### config.mk
export PLATFORM = sky130hd
export DESIGN_NAME = bp_target_select_flat
export DESIGN_NICKNAME = d
export VERILOG_FILES = /design/src/rtl/bp_target_select_if.sv /design/src/rtl/bp_target_select.sv /design/src/flat_wrapper.sv
export SDC_FILE = /design/constraint.sdc
export NUM_CORES = 1
export LEC_CHECK = 0
export CAP_MARGIN = 0
export CELL_PAD_IN_SITES_DETAIL_PLACEMENT = 1
export CELL_PAD_IN_SITES_GLOBAL_PLACEMENT = 1
export CORE_MARGIN = 4
export CORE_UTILIZATION = 46
export CTS_BUF_LIST = sky130_fd_sc_hd__clkbuf_8
export DETAILED_ROUTE_END_ITERATION = 10
export HOLD_SLACK_MARGIN = 0.12
export PLACE_DENSITY = 0.87
export SKIP_CTS_REPAIR_TIMING = 1
export SLEW_MARGIN = 20
export SYNTH_ARGS = -nofsm -noshare
export SYNTH_HDL_FRONTEND = slang
export SYNTH_SLANG_ARGS = --single-unit
export TNS_END_PERCENT = 20
### constraint.sdc
create_clock -name clk -period 16.3 [get_ports clk]
set_clock_uncertainty 0.2 [all_clocks]
set_input_delay 3.26 -clock clk [delete_from_list [all_inputs] [get_ports clk]]
set_output_delay 3.26 -clock clk [all_outputs]
set_load 0.005 [all_outputs]
### src/rtl/bp_target_select_if.sv
// Fetch-group and prediction-output bundle for bp_target_select.
// master: IF predecode / instruction-queue side. slave: bp_target_select.
interface bp_target_select_if #(
    parameter int unsigned PC_W = 32
);
    logic                grp_valid;
    logic                grp_ready;
    logic [PC_W-1:0]     grp_pc;
    logic [3:0]          slot_valid;
    logic [19:0]         takeDestSel_p;
    logic [3:0]          pht_taken;
    logic [4*PC_W-1:0]   btb_target;
    logic [4*PC_W-1:0]   ijtc_target;
    logic                out_valid;
    logic                out_ready;
    logic                pred_taken;
    logic [PC_W-1:0]     pred_target;
    logic [3:0]          pred_mask;

    modport master (
        output grp_valid, grp_pc, slot_valid, takeDestSel_p, pht_taken,
               btb_target, ijtc_target, out_ready,
        input  grp_ready, out_valid, pred_taken, pred_target, pred_mask
    );

    modport slave (
        input  grp_valid, grp_pc, slot_valid, takeDestSel_p, pht_taken,
               btb_target, ijtc_target, out_ready,
        output grp_ready, out_valid, pred_taken, pred_target, pred_mask
    );
endinterface

### src/rtl/bp_target_select.sv
// Branch target selection for one 4-slot fetch group: finds the first
// predicted-taken slot, chooses BTB / IJTC / RAS target, tracks the MIPS
// delay slot across groups and keeps a speculative RAS with commit copy.
// Optional: define BP_PERF_CNT_EN to add perf_taken_cnt / perf_ras_ovf_cnt.
module bp_target_select #(
    parameter int unsigned RAS_DEPTH = 8,
    parameter int unsigned PC_W      = 32
) (
    input  logic                 clk,
    input  logic                 rst_n,
    bp_target_select_if.slave    bus,
    input  logic                 flush,
    input  logic                 commit_call,
    input  logic                 commit_ret
`ifdef BP_PERF_CNT_EN
    ,
    output logic [31:0]          perf_taken_cnt,
    output logic [31:0]          perf_ras_ovf_cnt
`endif
);

    localparam int unsigned PtrW = (RAS_DEPTH > 1) ? $clog2(RAS_DEPTH) : 1;
    localparam int unsigned CntW = $clog2(RAS_DEPTH + 1);

    typedef enum logic [0:0] {StNorm, StWaitDs} state_e;

    state_e            state_q;
    logic              out_valid_q;
    logic              pred_taken_q;
    logic [PC_W-1:0]   pred_target_q;
    logic [3:0]        pred_mask_q;
    logic [PC_W-1:0]   ds_target_q;

    logic [PC_W-1:0]   ras_mem [RAS_DEPTH];
    logic [PtrW-1:0]   spec_ptr_q, cmt_ptr_q, cmt_ptr_d;
    logic [CntW-1:0]   spec_cnt_q, cmt_cnt_q, cmt_cnt_d;

    logic [4:0]        sel [4];
    logic [3:0]        taken;
    logic              any_taken;
    logic [1:0]        k;
    logic              op_found;
    logic [1:0]        op_slot;
    logic              is_call, is_ret;
    logic              ras_empty, ras_full;
    logic [PC_W-1:0]   ras_top, push_val, tgt, btb_k, ijtc_k;
    logic [3:0]        low_mask;
    logic              accept, do_push, do_pop;

    assign bus.grp_ready   = !out_valid_q || bus.out_ready;
    assign bus.out_valid   = out_valid_q;
    assign bus.pred_taken  = pred_taken_q;
    assign bus.pred_target = pred_target_q;
    assign bus.pred_mask   = pred_mask_q;

    assign accept    = bus.grp_valid && bus.grp_ready && !flush;
    assign ras_empty = (spec_cnt_q == '0);
    assign ras_full  = (spec_cnt_q == CntW'(RAS_DEPTH));
    assign ras_top   = ras_mem[spec_ptr_q - PtrW'(1)];

    // Per-slot decode, first taken slot and the single RAS-operating slot.
    always_comb begin
        any_taken = 1'b0;
        k         = 2'd0;
        op_found  = 1'b0;
        op_slot   = 2'd0;
        for (int i = 0; i < 4; i++) begin
            sel[i]   = bus.takeDestSel_p[5*i +: 5];
            taken[i] = bus.slot_valid[i] && (sel[i][1] || (sel[i][0] && bus.pht_taken[i]));
        end
        for (int i = 3; i >= 0; i--) begin
            if (taken[i]) begin
                any_taken = 1'b1;
                k         = 2'(i);
            end
        end
        for (int i = 0; i < 4; i++) begin
            if (!op_found && bus.slot_valid[i] && sel[i][4] && (!any_taken || i <= int'(k))) begin
                op_found = 1'b1;
                op_slot  = 2'(i);
            end
        end
    end

    // Target choice for slot k; a call flag wins over a return flag.
    always_comb begin
        is_call  = op_found && sel[op_slot][0];
        is_ret   = op_found && !sel[op_slot][0] && sel[op_slot][1];
        push_val = bus.grp_pc + PC_W'({op_slot, 2'b00}) + PC_W'(8);
        btb_k    = bus.btb_target[PC_W*int'(k) +: PC_W];
        ijtc_k   = bus.ijtc_target[PC_W*int'(k) +: PC_W];
        if (sel[k][2]) begin
            tgt = btb_k;
        end else if (sel[k][3]) begin
            tgt = ijtc_k;
        end else if (sel[k][4] && sel[k][1] && !sel[k][0] && !ras_empty) begin
            tgt = ras_top;
        end else begin
            tgt = btb_k;
        end
        case (k)
            2'd0:    low_mask = 4'b0011;
            2'd1:    low_mask = 4'b0111;
            default: low_mask = 4'b1111;
        endcase
    end

    assign do_push = accept && (state_q == StNorm) && is_call;
    assign do_pop  = accept && (state_q == StNorm) && is_ret && !ras_empty;

    // Commit copy after this cycle's commits, used for the flush restore.
    always_comb begin
        cmt_ptr_d = cmt_ptr_q;
        cmt_cnt_d = cmt_cnt_q;
        if (commit_call && !commit_ret) begin
            cmt_ptr_d = cmt_ptr_q + PtrW'(1);
            if (cmt_cnt_q != CntW'(RAS_DEPTH)) cmt_cnt_d = cmt_cnt_q + CntW'(1);
        end else if (commit_ret && !commit_call && cmt_cnt_q != '0) begin
            cmt_ptr_d = cmt_ptr_q - PtrW'(1);
            cmt_cnt_d = cmt_cnt_q - CntW'(1);
        end
    end

    // RAS pointers and counts, speculative and committed.
    always_ff @(posedge clk or negedge rst_n) begin
        if (!rst_n) begin
            spec_ptr_q <= '0;
            spec_cnt_q <= '0;
            cmt_ptr_q  <= '0;
            cmt_cnt_q  <= '0;
        end else begin
            cmt_ptr_q <= cmt_ptr_d;
            cmt_cnt_q <= cmt_cnt_d;
            if (flush) begin
                spec_ptr_q <= cmt_ptr_d;
                spec_cnt_q <= cmt_cnt_d;
            end else if (do_push) begin
                spec_ptr_q <= spec_ptr_q + PtrW'(1);
                if (!ras_full) spec_cnt_q <= spec_cnt_q + CntW'(1);
            end else if (do_pop) begin
                spec_ptr_q <= spec_ptr_q - PtrW'(1);
                spec_cnt_q <= spec_cnt_q - CntW'(1);
            end
        end
    end

    // RAS storage; circular, so a push when full overwrites the oldest entry.
    always_ff @(posedge clk) begin
        if (do_push) ras_mem[spec_ptr_q] <= push_val;
    end

    // Delay-slot FSM with registered prediction outputs.
    always_ff @(posedge clk or negedge rst_n) begin
        if (!rst_n) begin
            state_q       <= StNorm;
            out_valid_q   <= 1'b0;
            pred_taken_q  <= 1'b0;
            pred_target_q <= '0;
            pred_mask_q   <= '0;
            ds_target_q   <= '0;
        end else if (flush) begin
            state_q     <= StNorm;
            out_valid_q <= 1'b0;
        end else if (accept) begin
            out_valid_q <= 1'b1;
            case (state_q)
                StNorm: begin
                    pred_target_q <= tgt;
                    if (!any_taken) begin
                        pred_taken_q <= 1'b0;
                        pred_mask_q  <= bus.slot_valid;
                    end else if (k != 2'd3) begin
                        pred_taken_q <= 1'b1;
                        pred_mask_q  <= bus.slot_valid & low_mask;
                    end else begin
                        // Branch in slot 3: its delay slot comes with the next group.
                        pred_taken_q <= 1'b0;
                        pred_mask_q  <= bus.slot_valid;
                        ds_target_q  <= tgt;
                        state_q      <= StWaitDs;
                    end
                end
                StWaitDs: begin
                    pred_target_q <= ds_target_q;
                    if (bus.slot_valid[0]) begin
                        pred_taken_q <= 1'b1;
                        pred_mask_q  <= 4'b0001;
                        state_q      <= StNorm;
                    end else begin
                        pred_taken_q <= 1'b0;
                        pred_mask_q  <= 4'b0000;
                    end
                end
                default: state_q <= StNorm;
            endcase
        end else if (bus.out_ready) begin
            out_valid_q <= 1'b0;
        end
    end

`ifdef BP_PERF_CNT_EN
    // Performance counters; free-running, untouched by flush.
    always_ff @(posedge clk or negedge rst_n) begin
        if (!rst_n) begin
            perf_taken_cnt   <= '0;
            perf_ras_ovf_cnt <= '0;
        end else begin
            if (out_valid_q && bus.out_ready && pred_taken_q) perf_taken_cnt <= perf_taken_cnt + 32'd1;
            if (do_push && ras_full) perf_ras_ovf_cnt <= perf_ras_ovf_cnt + 32'd1;
        end
    end
`endif

endmodule

### src/flat_wrapper.sv
// flat-port wrapper written by rule: the top's interface ports become plain ports
module bp_target_select_flat 
#(
    parameter int unsigned RAS_DEPTH = 8,
    parameter int unsigned PC_W      = 32
)
  (clk, rst_n, flush, commit_call, commit_ret, bus_grp_valid, bus_grp_pc, bus_slot_valid, bus_takeDestSel_p, bus_pht_taken, bus_btb_target, bus_ijtc_target, bus_out_ready, bus_grp_ready, bus_out_valid, bus_pred_taken, bus_pred_target, bus_pred_mask);
  bp_target_select_if #(.PC_W(PC_W)) bus_i ();
  input  logic clk;
  input  logic rst_n;
  input  logic flush;
  input  logic commit_call;
  input  logic commit_ret;
  input wire logic [$bits(bus_i.grp_valid)-1:0] bus_grp_valid;
  input wire logic [$bits(bus_i.grp_pc)-1:0] bus_grp_pc;
  input wire logic [$bits(bus_i.slot_valid)-1:0] bus_slot_valid;
  input wire logic [$bits(bus_i.takeDestSel_p)-1:0] bus_takeDestSel_p;
  input wire logic [$bits(bus_i.pht_taken)-1:0] bus_pht_taken;
  input wire logic [$bits(bus_i.btb_target)-1:0] bus_btb_target;
  input wire logic [$bits(bus_i.ijtc_target)-1:0] bus_ijtc_target;
  input wire logic [$bits(bus_i.out_ready)-1:0] bus_out_ready;
  output wire logic [$bits(bus_i.grp_ready)-1:0] bus_grp_ready;
  output wire logic [$bits(bus_i.out_valid)-1:0] bus_out_valid;
  output wire logic [$bits(bus_i.pred_taken)-1:0] bus_pred_taken;
  output wire logic [$bits(bus_i.pred_target)-1:0] bus_pred_target;
  output wire logic [$bits(bus_i.pred_mask)-1:0] bus_pred_mask;
  assign bus_i.grp_valid = bus_grp_valid;
  assign bus_i.grp_pc = bus_grp_pc;
  assign bus_i.slot_valid = bus_slot_valid;
  assign bus_i.takeDestSel_p = bus_takeDestSel_p;
  assign bus_i.pht_taken = bus_pht_taken;
  assign bus_i.btb_target = bus_btb_target;
  assign bus_i.ijtc_target = bus_ijtc_target;
  assign bus_i.out_ready = bus_out_ready;
  assign bus_grp_ready = bus_i.grp_ready;
  assign bus_out_valid = bus_i.out_valid;
  assign bus_pred_taken = bus_i.pred_taken;
  assign bus_pred_target = bus_i.pred_target;
  assign bus_pred_mask = bus_i.pred_mask;
  bp_target_select #(.RAS_DEPTH(RAS_DEPTH), .PC_W(PC_W)) u_core (.clk(clk), .rst_n(rst_n), .bus(bus_i), .flush(flush), .commit_call(commit_call), .commit_ret(commit_ret));
endmodule
# Word level (Yosys, flattened, before mapping)
# Memories as Yosys holds them, arrays and structs flattened.
# Cells that the tools add are included.
# W data, S select, Z words.
[totals]
mem_bits_rw = 256
reg_bits = 85
elab_cells = 157
n_memories = 1
out_inout_bits = 39
[op_classes]
eq_ne = 5
muxes = 57
bitwise_logic = 6
magnitude_cmp = 5
addsub = 10
shifts = 2
n_reduce_logical = 61
[mem_list]
columns = ["memory", "depth", "word_bits", "read_ports", "rd_clocked_by_memory_dff", "write_ports", "line", "source"]
rows = [
  ["u_core.ras_mem", 8, 32, 1, 0, 1, "bp_target_select.sv:34", "logic [PC_W-1:0] ras_mem [RAS_DEPTH];"],
]
[op_table]
columns = ["operator", "count"]
rows = [
  ["$shiftx A128 B8 Y32", 2],
  ["$mux W32", 3],
  ["$pmux W32 S2", 1],
  ["$mux W4", 9],
  ["$logic_and A1 B1 Y1", 33],
  ["$add A32 B4 Y32", 1],
  ["$add A32 B4 Y32 const B", 1],
  ["$mux W1", 23],
  ["$bmux W5 S2", 2],
  ["$mux W2", 8],
  ["$pmux W4 S2", 2],
  ["$mux W3", 5],
  ["$logic_not A1 Y1", 11],
  ["$mux W5", 2],
  ["$add A4 B1 Y4 const B", 2],
  ["$logic_or A1 B1 Y1", 8],
  ["$sub A4 B1 Y4 const B", 2],
  ["$add A3 B1 Y3 const B", 2],
  ["$ge A3 B3 Y1 const B", 2],
  ["$not A2 Y3", 2],
  ["$reduce_bool A3 Y1", 2],
  ["$sub A3 B1 Y3 const B", 2],
  ["$reduce_and A5 Y1", 1],
  ["$and A4 B4 Y4", 1],
  ["14 further kinds", 19],
]

# Longest topological paths before layout
# Gate-level depths: netlist of run 1.
[logic_depth]
depth_word = 33
depth_mapped = 15
ltp_nobuf = 14

# Worst setup path before layout of run 1
# No wires, ideal clock.
[synth_path]
path_type = "input -> register"
start = "input bus_takeDestSel_p[5]"
end = "memory u_core.ras_mem[0][0], enable pin"
arrival_ns = 7.597
setup_slack_ns = 8.001
path_stages = 7
setup_time_ns = 0.502
path_buffers = 0
path_cell_list = "a21oi_1 o22ai_1 nor3_1 inv_1 mux4_2 nand2_1 nor4_1"
[synth_between]
elab_chain_cells = 27
elab_cells_between_ends = 37
classes_between = "3 x order compare; 15 x mux; 1 x bitwise; 18 x reduce/logical"
[synth_rtl]
columns = ["item", "line", "source"]
rows = [
  ["start, declared", "flat_wrapper.sv:17", "input wire logic [$bits(bus_i.takeDestSel_p)-1:0] bus_takeDestSel_p;"],
  ["$logic_and A1 B1 Y1", "bp_target_select.sv:69", "taken[i] = bus.slot_valid[i] && (sel[i][1] || (sel[i][0] && bus.pht_taken[i]));"],
  ["$logic_or A1 B1 Y1", "bp_target_select.sv:69", ""],
  ["$logic_and A1 B1 Y1", "bp_target_select.sv:69", ""],
  ["$mux W2 or $mux W1 (tied branches) (2 in a row)", "bp_target_select.sv:72", "if (taken[i]) begin"],
  ["$le A1 B2 Y1 or $logic_not A1 Y1 (tied branches)", "n/a", ""],
  ["$logic_or A1 B1 Y1", "bp_target_select.sv:78", "if (!op_found && bus.slot_valid[i] && sel[i][4] && (!any_taken || i <= int'(k))) begin"],
  ["$logic_and A1 B1 Y1", "bp_target_select.sv:78", ""],
  ["$mux W1", "bp_target_select.sv:78", ""],
  ["[9 not listed]", "n/a", ""],
  ["$mux W2", "bp_target_select.sv:78", ""],
  ["$not A2 Y3 (implied by the code)", "bp_target_select.sv:87", "is_call = op_found && sel[op_slot][0];"],
  ["$bmux W5 S2", "bp_target_select.sv:87", ""],
  ["$mux W2 (implied by the code) (2 in a row)", "bp_target_select.sv:87", ""],
  ["$logic_and A1 B1 Y1 *", "bp_target_select.sv:87", ""],
  ["$logic_and A1 B1 Y1 *", "bp_target_select.sv:108", "assign do_push = accept && (state_q == StNorm) && is_call;"],
  ["$mux W1 *", "bp_target_select.sv:149", "if (do_push) ras_mem[spec_ptr_q] <= push_val;"],
  ["$mux W1 (implied by the code) *", "bp_target_select.sv:149", ""],
  ["end, declared", "bp_target_select.sv:34", ""],
]
# Every way passes the cells marked *; elsewhere a longest branch is shown, timed or not. The select of a mux whose other input is x is not followed.

# Worst setup path after layout of run 1
[layout_path]
start = "input bus_out_ready"
end = "output bus_grp_ready"
[layout_between]
elab_chain_cells = 1
[layout_rtl]
columns = ["item", "line", "source"]
rows = [
  ["start, declared", "flat_wrapper.sv:21", "input wire logic [$bits(bus_i.out_ready)-1:0] bus_out_ready;"],
  ["$logic_or A1 B1 Y1", "bp_target_select.sv:50", "assign bus.grp_ready = !out_valid_q || bus.out_ready;"],
  ["end, declared", "flat_wrapper.sv:22", "output wire logic [$bits(bus_i.grp_ready)-1:0] bus_grp_ready;"],
]
# No other way between the ends.

==> key figures, run 1 <==
Power and ir drop
  • Power density cells: 135 nW/um2
  • Maximum vdd ir drop: 0.000101 V
  • Leakage component of the power: 8.19 nW

Critical path
  • Most common cell on crit path: sky130_fd_sc_hd__clkdlybuf4s50_1
  • Required arrival time at the worst endpoint: 12.84 ns
  • Cell family with most CP delay: buffers and inverters
  • FF-to-FF path depth: 8
  • Startpoint type of the worst setup path: primary input
  • Capturing element type of the critical path: primary output
  • Highest fanout seen on the critical path: 5
  • Number of cells on the critical path: 3
  • Critical path data arrival time: approximately 4.5 ns
  • Kind of critical path: in -> out
  • Maximum cell stage delay along the critical path: 0.54 ns
  • Cells along the critical path: clkdlybuf4s50_1, nand2b_1, clkdlybuf4s50_1
  • Combined buffer and inverter count along the critical path: 2
  • Cell with the largest stage delay on the worst path: sky130_fd_sc_hd__clkdlybuf4s50_1

Synth
  • Post-synthesis net count: 1,559
  • Share of synthesized area occupied by flip-flops and latches: 0.584
  • Share of flip-flops with an asynchronous set or reset after synthesis: 0.249
  • Number of enable-type register cells in the synthesized netlist: roughly 260
  • Average cell area after synthesis: 13.7 um2
  • Largest area contributor in the synthesized netlist: sky130_fd_sc_hd__edfxtp_1
  • Primary flip-flop cell chosen by synthesis mapping: sky130_fd_sc_hd__edfxtp_1
  • Most frequent cell after synthesis: sky130_fd_sc_hd__edfxtp_1
  • Post-synth design cell area: roughly 17,000 um2
  • Post-Syn Instances: 1,222
  • Top cell types by occurrence after synthesis: 256 x sky130_fd_sc_hd__edfxtp_1, 146 x sky130_fd_sc_hd__nand2_1, 94 x sky130_fd_sc_hd__mux2i_1
  • Yosys reg bits: ~340
  • Number of distinct library cells after synthesis: 72
  • Yosys Warn Count: 0
  • Fraction of post-synthesis cell area in the top cell type by area: 0.458
  • Most area-consuming cells after synthesis: sky130_fd_sc_hd__edfxtp_1 46%, sky130_fd_sc_hd__dfrtp_1 13%, sky130_fd_sc_hd__mux4_2 11%, sky130_fd_sc_hd__mux2i_1 5.6%, sky130_fd_sc_hd__nand2_1 3.3%

Min path
  • Worst hold path cell count: 2
  • Hold Path Class: reg -> reg

Final layout
  • Relative area change from synthesis to final layout: 31.6%
  • Fraction of layout instances using a drive strength above 1: 0.145
  • Number of fill cells: 3,471
  • Number of nets in the finished design: 1,927

Detailed routing
  • Via count: approximately 13,000
  • Iteration-0 DRC count of the detailed router: roughly 1,000
  • DRT Wirelength: approximately 60,000 um
  • Via density per instance: 6.18
  • DRC violations left: 2
  • ANT nets after route: 0
  • TritonRoute pass-1 iters: 8
  • Routed wire length per instance: 28.6 um

Clock tree
  • CTS Buf Count: 56
  • Clock sinks: 341
  • CTS max path bufs: 3
  • Root buf cell: sky130_fd_sc_hd__clkbuf_8
  • TritonCTS clock tree: yes
  • Clock insertion delay at the later pin of the skew report: between 0.6 and 0.7 ns
  • CTS clock-pin slew for the worst setup and hold paths: 0.05 ns
  • H-tree level count: 2

Place
  • RD Place Congestion: between 0.9 and 1
  • Post-DP HPWL: 42,400 um
  • Port Buf Inserts: around 360

STA
  • Final number of max-transition violations: 0
  • Count of final setup violators: 0
  • Remaining max-slew budget at the tightest pin: 0.272
  • Share of the clock period used by the worst path after layout: 0.486
  • RSZ-0062 raised after global routing: false
  • Final setup TNS: 0 ns
  • Post-route minimum period: 7.93 ns
  • Highest Clock Rate: roughly 130 MHz
  • Actual transition at the worst max-transition pin: approximately 1.1 ns
  • Final hold violation count: 0
  • Worst-case hold slack: 0.275 ns

Global route
  • Wire length of the first global-routing pass: 88,000 um
  • Largest net degree at the start of global routing: 65
  • Number of antenna violations at the first check in global routing: 5
  • Overall routing resource usage: 0.294
  • Global route total overflow: 0
  • Vias in the first global route: 14,000

Job
  • Max-Cap Viols: 0

Floorplan
  • Row cnt: 69
  • Die Y-Extent: 199 um
  • Horizontal extent of the die: approximately 200 um
  • IO Count: 362
  • Die area: 39,600 um2
  • Area of the core region: 35,800 um2
  • Starting utilization of the core area: 0.469

Status
  • Violations in the final reports: design-rule violations
  • Status: complete, but fails checks
[worst paths after layout]
path | from | to | slack, ns
min reg2reg | u_core.ds_target_q[9] | u_core.ds_target_q[9] | 0.27
max reg2reg | u_core.spec_ptr_q[0] | u_core.ds_target_q[30] | 12.33
max | bus_out_ready | bus_grp_ready | 8.37
min in group asynchronous | rst_n | u_core.bus.pred_target[13] | 2.41
max in group asynchronous | rst_n | u_core.ds_target_q[1] | 12.43
min | u_core.ds_target_q[9] | u_core.ds_target_q[9] | 0.27
[sequential cells by signal, summed over array words and instances (netlist names), 3 cells and up]
name and flops:
u_core.cmt_ptr_q 3, u_core.spec_ptr_q 3, u_core.bus.pred_target 32, u_core.cmt_cnt_q 4
u_core.spec_cnt_q 4, u_core.ras_mem 256, u_core.bus.pred_mask 4, u_core.ds_target_q 32
[through the flow]
stage	util	power, mW	setup slack [ns]	std cells	instance area [um2]
floorplan	-	1.77	8.00	1222	16800
global placement	0.585	2.18	8.38	1993	21000
detailed placement	0.585	2.23	8.08	1993	21000
CTS	0.617	2.99	8.36	2098	22100
global route	0.617	3.12	8.27	2101	22100
finish	0.617	2.98	8.37	2102	22100
[area by class of cell]
| cell class | instances | area, um2 | share of cell area |
|---|---|---|---|
| flip-flops and latches | 341 | 9820 | 0.444 |
| multi-input cells | 773 | 6640 | 0.300 |
| repair buffers | 389 | 3820 | 0.173 |
| clock buffers | 68 | 936 | 0.0423 |
| well taps | 461 | 577 | 0.0261 |
| clock inverters | 37 | 198 | 0.00894 |
| inverters | 29 | 109 | 0.00492 |
| diodes | 4 | 10.0 | 0.000453 |
[where the power goes]
group | leakage (nW) | total (mW) | internal [mW] | switching [mW]
clock | 0.632 | 0.749 | 0.396 | 0.353
combinational | 4.19 | 1.13 | 0.505 | 0.624
sequential | 3.37 | 1.10 | 1.02 | 0.0806
total | 8.19 | 2.98 | 1.92 | 1.06
[cells by family (layout without fill, tap and decap cells)]
group	Yosys count	after routing	synth area share
adders and majority gates	14	14	0.0113
muxes	178	178	0.168
AOI/OAI and AO/OA	270	270	0.115
xor gates and xnor gates	34	34	0.0177
and+or+nand+nor	277	277	0.0766
buffers and inverters	108	523	0.0274
other	0	4	0
DFF	341	341	0.584
[worst min-delay path, stage by stage (launching register included)]
cell	delay (ns)
sky130_fd_sc_hd__dfrtp_1	0.33
sky130_fd_sc_hd__nand2_1	0.05
sky130_fd_sc_hd__o21ai_1	0.06
[placed cells by master, fill, tap and decap left out, types with 5 or more instances in the layout]
master,count
sky130_fd_sc_hd__clkdlybuf4s50_1,360
sky130_fd_sc_hd__edfxtp_1,256
sky130_fd_sc_hd__nand2_1,146
sky130_fd_sc_hd__mux2i_1,94
sky130_fd_sc_hd__dfrtp_1,84
sky130_fd_sc_hd__mux4_2,83
sky130_fd_sc_hd__clkbuf_8,68
sky130_fd_sc_hd__o21ai_1,65
sky130_fd_sc_hd__a21oi_1,54
sky130_fd_sc_hd__inv_1,39
sky130_fd_sc_hd__and3_1,37
sky130_fd_sc_hd__buf_4,29
sky130_fd_sc_hd__nand3_1,24
sky130_fd_sc_hd__xnor2_1,24
sky130_fd_sc_hd__o221ai_1,18
sky130_fd_sc_hd__o2bb2ai_1,18
sky130_fd_sc_hd__o22ai_1,17
sky130_fd_sc_hd__nor2_1,17
sky130_fd_sc_hd__a311oi_1,16
sky130_fd_sc_hd__clkinv_1,15
sky130_fd_sc_hd__a221oi_2,13
sky130_fd_sc_hd__ha_1,11
sky130_fd_sc_hd__xor2_1,9
sky130_fd_sc_hd__nand4_1,8
sky130_fd_sc_hd__o21ai_0,8
sky130_fd_sc_hd__nor3_1,7
sky130_fd_sc_hd__clkinv_2,6
sky130_fd_sc_hd__nor2b_1,5
sky130_fd_sc_hd__nand2b_1,5
sky130_fd_sc_hd__a21o_1,5
[routing by layer]
layer / up-vias / routed length, um / share of wire / track usage
met5: - / 24 / 0.00040 / 0
met4: 4 / 1950 / 0.033 / 0.102
met3: 128 / 4750 / 0.079 / 0.0582
met2: 629 / 30400 / 0.51 / 0.510
met1: 6654 / 22900 / 0.38 / 0.372
li1: 5580 / - / - / -
Power figures use the tool's default switching activity.
==> run 2, diff against run 1 <==
--- a/config.mk
+++ b/config.mk
@@ -9,11 +9,11 @@
 export CELL_PAD_IN_SITES_DETAIL_PLACEMENT = 1
 export CELL_PAD_IN_SITES_GLOBAL_PLACEMENT = 1
 export CORE_MARGIN = 4
-export CORE_UTILIZATION = 46
+export CORE_UTILIZATION = 39
 export CTS_BUF_LIST = sky130_fd_sc_hd__clkbuf_8
 export DETAILED_ROUTE_END_ITERATION = 10
 export HOLD_SLACK_MARGIN = 0.12
-export PLACE_DENSITY = 0.87
+export PLACE_DENSITY = 0.78
 export SKIP_CTS_REPAIR_TIMING = 1
 export SLEW_MARGIN = 20
 export SYNTH_ARGS = -nofsm -noshare
==> constraint.sdc (replaced) <==
create_clock -name clk -period 6.7 [get_ports clk]
set_clock_uncertainty 0.2 [all_clocks]
set_input_delay 1.34 -clock clk [delete_from_list [all_inputs] [get_ports clk]]
set_output_delay 1.34 -clock clk [all_outputs]
set_load 0.005 [all_outputs]
==> run 2 against run 1 <==
- the run now ends clean
- routed wire length is 4.7% lower
- hold slack better by 0.0013 ns
- final cell count is 3.3% higher
- clock-buffer cell count is 12 lower
- final area hardly changed
- global-route usage is 5.3 points lower
- flip-flop and latch count stayed put
- worst setup slack worse by 7.2 ns
- die area is 17% higher
- sequential power is 150% higher
- power is 140% higher
- critical path type is now in -> reg
- largest power group unchanged
==> key figures, run 2 (synthesized netlist as in run 1, its figures left out) <==
Status
  • Status: completed

Power and ir drop
  • Maximum vdd ir drop: 0.000208 V (+110%)
  • Clock network power share: 0.238 (-0.013)
  • Switching fraction of total power: 0.353 (-0.00193)
  • Leakage component of the power: 8.14 nW (-0.63%)
  • Total power: 7.12 mW (+140%)
  • Sequential share of power: 0.380 (+0.010)
  • Internal power of the cells: 4.61 mW (+140%)
  • Power density cells: 322 nW/um2 (+140%)
  • Comb power frac: 0.382 (+0.004)
  • Switching component of the power: 2.51 mW (+140%)

STA
  • Post-route minimum period: 5.53 ns
  • Final number of max-transition violations: 0 (unchanged)
  • RSZ-0062 raised after global routing: false
  • Highest Clock Rate: 181 MHz
  • Final hold violation count: 0 (unchanged)
  • Remaining max-slew budget at the tightest pin: 0.330 (+0.0582)
  • Actual transition at the worst max-transition pin: 1.00 ns (-0.0848 ns)
  • Count of final setup violators: 0 (unchanged)
  • Share of the clock period used by the worst path after layout: 0.825
  • Worst-case hold slack: 0.276 ns (+0.00128 ns)
  • Post-route worst setup slack: 1.17 ns (-7.20 ns)
  • Final setup TNS: 0 ns (unchanged)

Floorplan
  • Die area: 46,500 um2 (+17%)
  • Starting utilization of the core area: 0.398 (-0.0711)
  • Row cnt: 75 (+8.7%)
  • IO Count: 362 (unchanged)
  • Horizontal extent of the die: 216 um (+8.3%)
  • Die Y-Extent: 216 um (+8.3%)
  • Area of the core region: 42,200 um2 (+18%)

Final layout
  • Register name with the most flops: u_core.ras_mem
  • Antenna diode count: 0 (-4)
  • Max reg flops: 256 (unchanged)
  • Most frequent cells in the layout: 360 x sky130_fd_sc_hd__clkdlybuf4s50_1, 256 x sky130_fd_sc_hd__edfxtp_1, 146 x sky130_fd_sc_hd__nand2_1, 94 x sky130_fd_sc_hd__mux2i_1, 84 x sky130_fd_sc_hd__dfrtp_1
  • Relative area change from synthesis to final layout: 31.7% (about the same)
  • Most common cell after layout, fill and taps aside: sky130_fd_sc_hd__clkdlybuf4s50_1
  • Number of nets in the finished design: 1,930 (+0.16%)
  • Fraction of layout instances using a drive strength above 1: 0.142 (-0.00323)
  • Post-route cell area: 22,100 um2 (about the same)

Critical path
  • Combined buffer and inverter count along the critical path: 4 (+2)
  • Kind of critical path: in -> reg
  • Cells along the critical path: clkdlybuf4s50_1, a21oi_1, o22ai_1, nor3_1, inv_1, ha_1, inv_1, ha_1, fa_1, nand3_1, nor3_1, buf_4, and4_1, nor2b_1, nand3_1, xnor2_1
  • Maximum cell stage delay along the critical path: 0.51 ns (-0.03 ns)
  • Cell family with most CP delay: simple AND/OR/NAND/NOR gates
  • Capturing element type of the critical path: flop
  • Highest fanout seen on the critical path: 8 (+3)
  • Startpoint type of the worst setup path: primary input
  • Required arrival time at the worst endpoint: 6.83 ns (-6.01 ns)
  • Cell with the largest stage delay on the worst path: sky130_fd_sc_hd__clkdlybuf4s50_1
  • Critical path data arrival time: 5.65 ns (+1.18 ns)

Clock tree
  • CTS clock-pin slew for the worst setup and hold paths: 0.05 ns (about the same)
  • Clock insertion delay at the later pin of the skew report: 0.62 ns (about the same)
  • CTS Buf Count: 56 (unchanged)
  • H-tree level count: 2 (unchanged)
  • Root buf cell: sky130_fd_sc_hd__clkbuf_8
  • Clock sinks: 341 (unchanged)
  • CTS max path bufs: 3 (unchanged)
  • TritonCTS clock tree: yes

Place
  • Post-DP HPWL: 41,000 um (-3.3%)
  • Port Buf Inserts: 361 (unchanged)
  • Worst Setup Slack post-DPL: 0.656 ns (-7.42 ns)
  • RD Place Congestion: 0.868 (-4.2%)
  • Placed Instance Area: 21,100 um2 (+0.54%)

Global route
  • Global route total overflow: 0 (unchanged)
  • Number of antenna violations at the first check in global routing: 3 (-2)
  • Vias in the first global route: 13,500 (-3.4%)
  • Overall routing resource usage: 0.241 (-0.0534)
  • Wire length of the first global-routing pass: 85,800 um (-2.5%)
  • Largest net degree at the start of global routing: 55 (-15%)

Min path
  • Hold Path Class: reg -> reg

Detailed routing
  • Iteration-0 DRC count of the detailed router: 861 (-18%)
  • ANT nets after route: 0 (unchanged)
  • DRC violations left: 0 (-2)
  • Via density per instance: 5.77 (-6.7%)
  • Via count: 12,500 (-3.6%)
  • DRT Wirelength: 57,200 um (-4.7%)
  • Routed wire length per instance: 26.4 um (-7.7%)
  • TritonRoute pass-1 iters: 5 (-3)

Job
  • Max-Cap Viols: 0 (unchanged)
==> run 2: power groups by stage <==
stage / Clock [mW] / Sequential, mW / Combinational (mW)
floorplan: 0 / 2.62 / 1.68
CTS: 1.74 / 2.71 / 2.69
detailed placement: 0 / 2.75 / 2.68
global placement: 0 / 2.73 / 2.62
finish: 1.69 / 2.71 / 2.72
global route: 1.86 / 2.74 / 2.92
==> run 2: stage by stage <==
stage                      util  std cells
final                     0.524       2171
after global routing      0.524       2171
after CTS                 0.523       2170
after detailed placement  0.499       2073
after global placement    0.499       2073
after floorplan               -       1222
==> run 2: final cells by class <==
cell class,count,area (um2)
repair buffers,392,3860
clock buffers,56,771
clock inverters,41,251
multi-input cells,773,6640
flip-flops and latches,341,9820
inverters,29,109
fillers,4232,20100
well taps,539,674
==> run 2: worst paths after layout <==
| check | startpoint | slack (ns) | cells past startpoint | to |
|---|---|---|---|---|
| worst max register to register | u_core.spec_ptr_q[0] | 2.56 | 10 | u_core.ds_target_q[17] |
| worst min register to register | u_core.ds_target_q[28] | 0.28 | 2 | u_core.ds_target_q[28] |
| min in group asynchronous | rst_n | 0.51 | 1 | u_core.bus.pred_mask[1] |
| worst max-delay path | bus_takeDestSel_p[5] | 1.17 | 16 | u_core.ras_mem[5][31] |
| max in group asynchronous | rst_n | 4.69 | 2 | u_core.ds_target_q[28] |
| worst min-delay path | u_core.ds_target_q[28] | 0.28 | 2 | u_core.ds_target_q[28] |
==> run 2: routing by layer <==
layer | track usage | routed length (um)
met5 | 0 | 28
met4 | 0.0689 | 1480
met3 | 0.0523 | 3710
met2 | 0.412 | 28500
met1 | 0.312 | 23600
==> run 2: worst register-to-register path, stage by stage, from the launching register on <==
cell and delay, ns:
sky130_fd_sc_hd__dfrtp_4 0.99, sky130_fd_sc_hd__inv_1 0.13, sky130_fd_sc_hd__ha_2 0.28, sky130_fd_sc_hd__xor2_4 0.63
sky130_fd_sc_hd__buf_16 0.23, sky130_fd_sc_hd__buf_4 0.37, sky130_fd_sc_hd__mux4_2 0.38, sky130_fd_sc_hd__nand2_1 0.08
sky130_fd_sc_hd__nand2_1 0.18, sky130_fd_sc_hd__a221oi_2 0.41, sky130_fd_sc_hd__o21ai_1 0.11
